## src/rtl/shift_add_multiplier_if.sv

```systemverilog
// Start/ready/valid handshake bundle for the multi-cycle MUL unit.
// The requester drives start/a/b; the multiplier returns status and product.
interface shift_add_multiplier_if #(
  parameter int N = 32
);
  logic         start;
  logic [N-1:0] a;
  logic [N-1:0] b;
  logic         ready;
  logic         busy;
  logic         valid;
  logic [N-1:0] product;

  modport master (
    output start, a, b,
    input  ready, busy, valid, product
  );

  modport slave (
    input  start, a, b,
    output ready, busy, valid, product
  );
endinterface

```

## src/rtl/shift_add_multiplier.sv

```systemverilog
// Sequential unsigned N x N -> N multiplier: one multiplier bit per cycle,
// partial products formed by the combinational shift_left_logical stage.
module shift_left_logical (
  input  logic [31:0] in,
  input  logic [4:0]  shamt,
  output logic [31:0] out
);
  assign out = in << shamt;
endmodule

module shift_add_multiplier #(
  parameter int N = 32
) (
  input  logic                   clk,
  input  logic                   rst,
  shift_add_multiplier_if.slave  bus
);
  localparam int CW = $clog2(N);

  localparam logic [1:0] IDLE = 2'd0;
  localparam logic [1:0] RUN  = 2'd1;
  localparam logic [1:0] DONE = 2'd2;

  logic [1:0]    state_q,   state_d;
  logic [N-1:0]  a_reg_q,   a_reg_d;
  logic [N-1:0]  b_reg_q,   b_reg_d;
  logic [N-1:0]  acc_q,     acc_d;
  logic [CW-1:0] count_q,   count_d;
  logic [N-1:0]  product_q, product_d;

  logic [N-1:0]  shifted;
  logic [N-1:0]  acc_next;

  shift_left_logical u_sll (
    .in    (a_reg_q),
    .shamt (count_q),
    .out   (shifted)
  );

  // Carry out of the add is dropped: the product is modulo 2^N.
  assign acc_next = b_reg_q[count_q] ? (acc_q + shifted) : acc_q;

  always_comb begin
    state_d   = state_q;
    a_reg_d   = a_reg_q;
    b_reg_d   = b_reg_q;
    acc_d     = acc_q;
    count_d   = count_q;
    product_d = product_q;
    case (state_q)
      IDLE: begin
        if (bus.start) begin
          a_reg_d = bus.a;
          b_reg_d = bus.b;
          acc_d   = '0;
          count_d = '0;
          state_d = RUN;
        end
      end
      RUN: begin
        acc_d   = acc_next;
        count_d = count_q + 1'b1;
        // The last bit's contribution must reach product on the same edge.
        if (count_q == CW'(N - 1)) begin
          product_d = acc_next;
          state_d   = DONE;
        end
      end
      DONE: begin
        state_d = IDLE;
      end
      default: begin
        state_d = IDLE;
      end
    endcase
  end

  always_ff @(posedge clk or posedge rst) begin
    if (rst) begin
      state_q   <= IDLE;
      a_reg_q   <= '0;
      b_reg_q   <= '0;
      acc_q     <= '0;
      count_q   <= '0;
      product_q <= '0;
    end else begin
      state_q   <= state_d;
      a_reg_q   <= a_reg_d;
      b_reg_q   <= b_reg_d;
      acc_q     <= acc_d;
      count_q   <= count_d;
      product_q <= product_d;
    end
  end

  // Outputs decode registered state only; nothing flows through from start/a/b.
  assign bus.ready   = (state_q == IDLE);
  assign bus.busy    = (state_q != IDLE);
  assign bus.valid   = (state_q == DONE);
  assign bus.product = product_q;
endmodule

```

## src/flat_wrapper.sv

```systemverilog
// flat-port wrapper written by rule: the top's interface ports become plain ports
module shift_add_multiplier_flat 
#(
  parameter int N = 32
)
  (clk, rst, bus_start, bus_a, bus_b, bus_ready, bus_busy, bus_valid, bus_product);
  shift_add_multiplier_if #(.N(N)) bus_i ();
  input  logic clk;
  input  logic rst;
  input wire logic [$bits(bus_i.start)-1:0] bus_start;
  input wire logic [$bits(bus_i.a)-1:0] bus_a;
  input wire logic [$bits(bus_i.b)-1:0] bus_b;
  output wire logic [$bits(bus_i.ready)-1:0] bus_ready;
  output wire logic [$bits(bus_i.busy)-1:0] bus_busy;
  output wire logic [$bits(bus_i.valid)-1:0] bus_valid;
  output wire logic [$bits(bus_i.product)-1:0] bus_product;
  assign bus_i.start = bus_start;
  assign bus_i.a = bus_a;
  assign bus_i.b = bus_b;
  assign bus_ready = bus_i.ready;
  assign bus_busy = bus_i.busy;
  assign bus_valid = bus_i.valid;
  assign bus_product = bus_i.product;
  shift_add_multiplier #(.N(N)) u_core (.clk(clk), .rst(rst), .bus(bus_i));
endmodule
```

## config.mk

```make
export PLATFORM = sky130hd
export DESIGN_NAME = shift_add_multiplier_flat
export DESIGN_NICKNAME = d
export VERILOG_FILES = /design/src/rtl/shift_add_multiplier_if.sv /design/src/rtl/shift_add_multiplier.sv /design/src/flat_wrapper.sv
export SDC_FILE = /design/constraint.sdc
export NUM_CORES = 1
export LEC_CHECK = 0
export CAP_MARGIN = 10
export CORE_MARGIN = 10
export CORE_UTILIZATION = 55
export CTS_CLUSTER_DIAMETER = 120
export DETAILED_ROUTE_END_ITERATION = 7
export DONT_BUFFER_PORTS = 1
export GPL_ROUTABILITY_DRIVEN = 0
export GPL_TIMING_DRIVEN = 0
export PLACE_DENSITY = 0.84
export SLEW_MARGIN = 20
export SYNTH_ARGS = -nofsm -noshare
export SYNTH_HDL_FRONTEND = slang
export SYNTH_SLANG_ARGS = --single-unit
```

## constraint.sdc

```tcl
create_clock -name clk -period 4.3 [get_ports clk]
set_input_delay 0.645 -clock clk [delete_from_list [all_inputs] [get_ports clk]]
set_output_delay 0.645 -clock clk [all_outputs]
set_load 0.02 [all_outputs]
```

==> metrics.md <==
| Metric | Value |
|---|---|
| Cell taking the most area after synthesis | dfrtp_1 |
| Routed WL | 24.9 mm |
| Worst Setup SP | u_core.count_q[0] |
| Crit path capture type | flip-flop |
| Starting Density | 56.1% |
| Critical path startpoint category | flip-flop |
| #FFs+latches synth | 135 |
| Worst R2R End | u_core.acc_q[31] |
| IO Count | 102 |
| Mapped cell area | 8880 µm² |
| Fin. Hold Viols | 0 |
| Cells after Synth | 949 |
| Final HPWL DP | 18.2 mm |
| First-pass GRT wire length | 39.7 mm |
| Row count | 46 |
| Remaining Overflow, GRT | 0 |
| Relative slew slack | 51.7% |
| Sequential element share of the synthesized area | 38.1% |
| Area of the die | 21600 µm² |
| Maximum fanout along the worst path | 10 |
| End of the critical path | u_core.acc_q[31] |
| H-Tree Depth | 4 |
| Maxcap violations | 0 |
| Prevailing post-synth register cell | dfrtp_1 |
| FF-to-FF Start | u_core.count_q[0] |
| Reg2reg setup slack | 60 ps |
| Clock Sinks | 135 |
| Worst Max-Slew Pin Slew | 705 ps |
| Antenna violations before repair | 1 |
| Arrival @ worst endpoint | 4620 ps |
| Fin. max-slew vios | 0 |
| Port Buffers | 0 |
| Die Span Y | 147 µm |
| Hold Path Class | in -> async |
| CTS tree | built |
| Status | finished, final reports clean |
| Syn_area_per_cell | 9.35 µm² |
| Reg2reg path depth | 16 |
| Clock transition at path regs | 70 ps |
| Num CTS Buffers | 17 |
| DR pass1 iterations | 5 |
| Vias in the first global route | 7584 |
| DRC viols | 0 |
| Layout Skew | 15.0 ps |
| All-Layer GR Usage | 22.7% |
| Hold bufs inserted after CTS | 0 |
| Ys async rst share | 100% |
| Tmin final | 4240 ps |
| Via density | 6.25 |
| Worst skew pair latency | 450 ps |
| Synth cell types | 59 |
| Die W | 147 µm |
| DP Cell Count | 1166 |
| Number of antenna-violating nets in the routed design | 0 |
| Critical path type | reg -> reg |
| Wire per inst | 20.8 µm |
| Period utilization | 98.7% |
| Core Footprint | 15800 µm² |
| Syn_nets | 1050 |
| Share of cells above drive strength 1 | 20.0% |
| Final setup viols | 0 |
| Number of diodes | 0 |
| Layout area overhead | 12.6% |
| Vias | 7489 |
| Post-synth EDFFs | 0 |
| Worst EP required | 4680 ps |
| CTS max path bufs | 2 |
| Largest net degree at the start of global routing | 75 |
| Fmax | 236 MHz |
| 1st-iter DRT viols | 841 |
| Synth top area share | 38.1% |
| Finished Layout Cells | 1198 |
| Synth warn | 0 |
| Final nets | 1070 |
| Clk root buf | clkbuf_16 |
| Dominant cells by area after synthesis | dfrtp_1 38%, mux2_2 10%, mux2i_1 6.2% |
[sequential cells by signal, indices dropped and copies added, names as in the netlist]
name,cells
u_core.count_q,5
u_core.acc_q,32
u_core.a_reg_q,32
u_core.state_q,2
u_core.bus.product,32
u_core.b_reg_q,32
[synthesized netlist by cell type (6+ instances only)]
cell type,count
dfrtp_1,135
nand2_1,110
mux2_2,79
nor2_1,71
a21oi_1,68
o21ai_0,67
mux2i_1,55
clkbuf_1,40
nand3_1,40
ha_1,33
inv_1,21
o21ai_1,20
xnor2_1,18
a211oi_1,14
a21o_1,14
mux4_2,14
buf_2,12
o22ai_1,11
xor2_1,11
buf_1,10
a31oi_1,9
nand2b_1,8
and3_1,7
nor2b_1,7
o21a_1,7
nand4_1,6
[routing by layer]
| layer | wire [µm] | track usage [%] |
|---|---|---|
| met4 | 973 | 9.61 |
| met1 | 9680 | 26.9 |
| met2 | 11600 | 37.1 |
| met5 | 0 | 0 |
| met3 | 2620 | 7.49 |
[cell usage in the layout (no fill, tap or decap), drive strengths merged, types with 5 or more instances in the layout]
cell type and n:
inv 32, nand3 40, nand2 111, a21oi 69
or3 5, o22ai 11, a31oi 9, clkbuf 54
nor2b 7, nor2 71, buf 29, nand4 6
mux4 15, dfrtp 135, o21ai 88, xnor2 18
xor2 11, a211oi 14, and3 7, o21bai 5
ha 33, mux2 80, nand2b 8, o211ai 5
nor3 5, a21o 14, o21a 7, mux2i 55
[cells by family after synthesis]
kind of cell | Yosys count | synth area share, %
flops | 135 | 38.1
xor+xnor | 29 | 2.86
fa+ha+maj | 34 | 4.88
compound gates | 244 | 16.5
simple gates | 269 | 13.3
buf+inv | 88 | 4.24
mux | 150 | 20.2
[critical path, stage by stage, from the launching register on]
cell and delay (ps):
dfrtp_1 360, clkbuf_4 250, clkbuf_4 270, buf_2 260
nand2_1 100, o22ai_1 230, nand2_1 210, a211oi_2 340
ha_1 350, a21oi_1 280, o21ai_0 130, o21ba_1 350
o211a_1 250, o31ai_4 90, xnor2_2 180, or4_1 430
nand3_1 100
[through the flow]
step	hold slack [ps]	utilization [%]	area [µm²]	TNS (ps)	setup WS (ps)
after floorplan	470	-	8880	0	43.9
after global placement	480	57.8	9150	-180410	-1320
after detailed placement	486	58.0	9180	-5520	-535
after CTS	75.6	62.2	9850	0	10.0
after global routing	92.1	63.1	9990	-75.2	-40.2
final	54.1	63.1	9990	0	57.2
[how the worst min path moves through the flow]
stage                  startpoint  slack, ps  cells after the start                  to
6_report                      rst         50                      1   u_core.a_reg_q[4]
2_1_floorplan  u_core.b_reg_q[26]        470                      1  u_core.b_reg_q[26]
3_5_place_dp   u_core.b_reg_q[26]        490                      1  u_core.b_reg_q[26]
5_1_grt                       rst         90                      1   u_core.a_reg_q[0]
3_3_place_gp   u_core.b_reg_q[26]        480                      1  u_core.b_reg_q[26]
4_1_cts                       rst         80                      1   u_core.a_reg_q[0]
[what timing repair did]
action | CTS | global route
hold endpoints to repair | 0 | 0
setup endpoints to repair | 30 | 19
resized for setup | 22 | 47
pin swaps | 2 | 8
buffers inserted | 2 | 3
[cell type report]
| type | instances | area [µm²] |
|---|---|---|
| well taps | 216 | 270 |
| multi-input cells | 726 | 5270 |
| flip-flops and latches | 135 | 3380 |
| plain buffers | 60 | 313 |
| fillers | 1257 | 5830 |
| inverters | 23 | 97.6 |
| clock inverters | 15 | 176 |
| repair buffers | 6 | 65.1 |
| clock buffers | 17 | 425 |
Power is not shown: default switching activity piles up to over one toggle a cycle in this logic, so the estimate is an artifact.
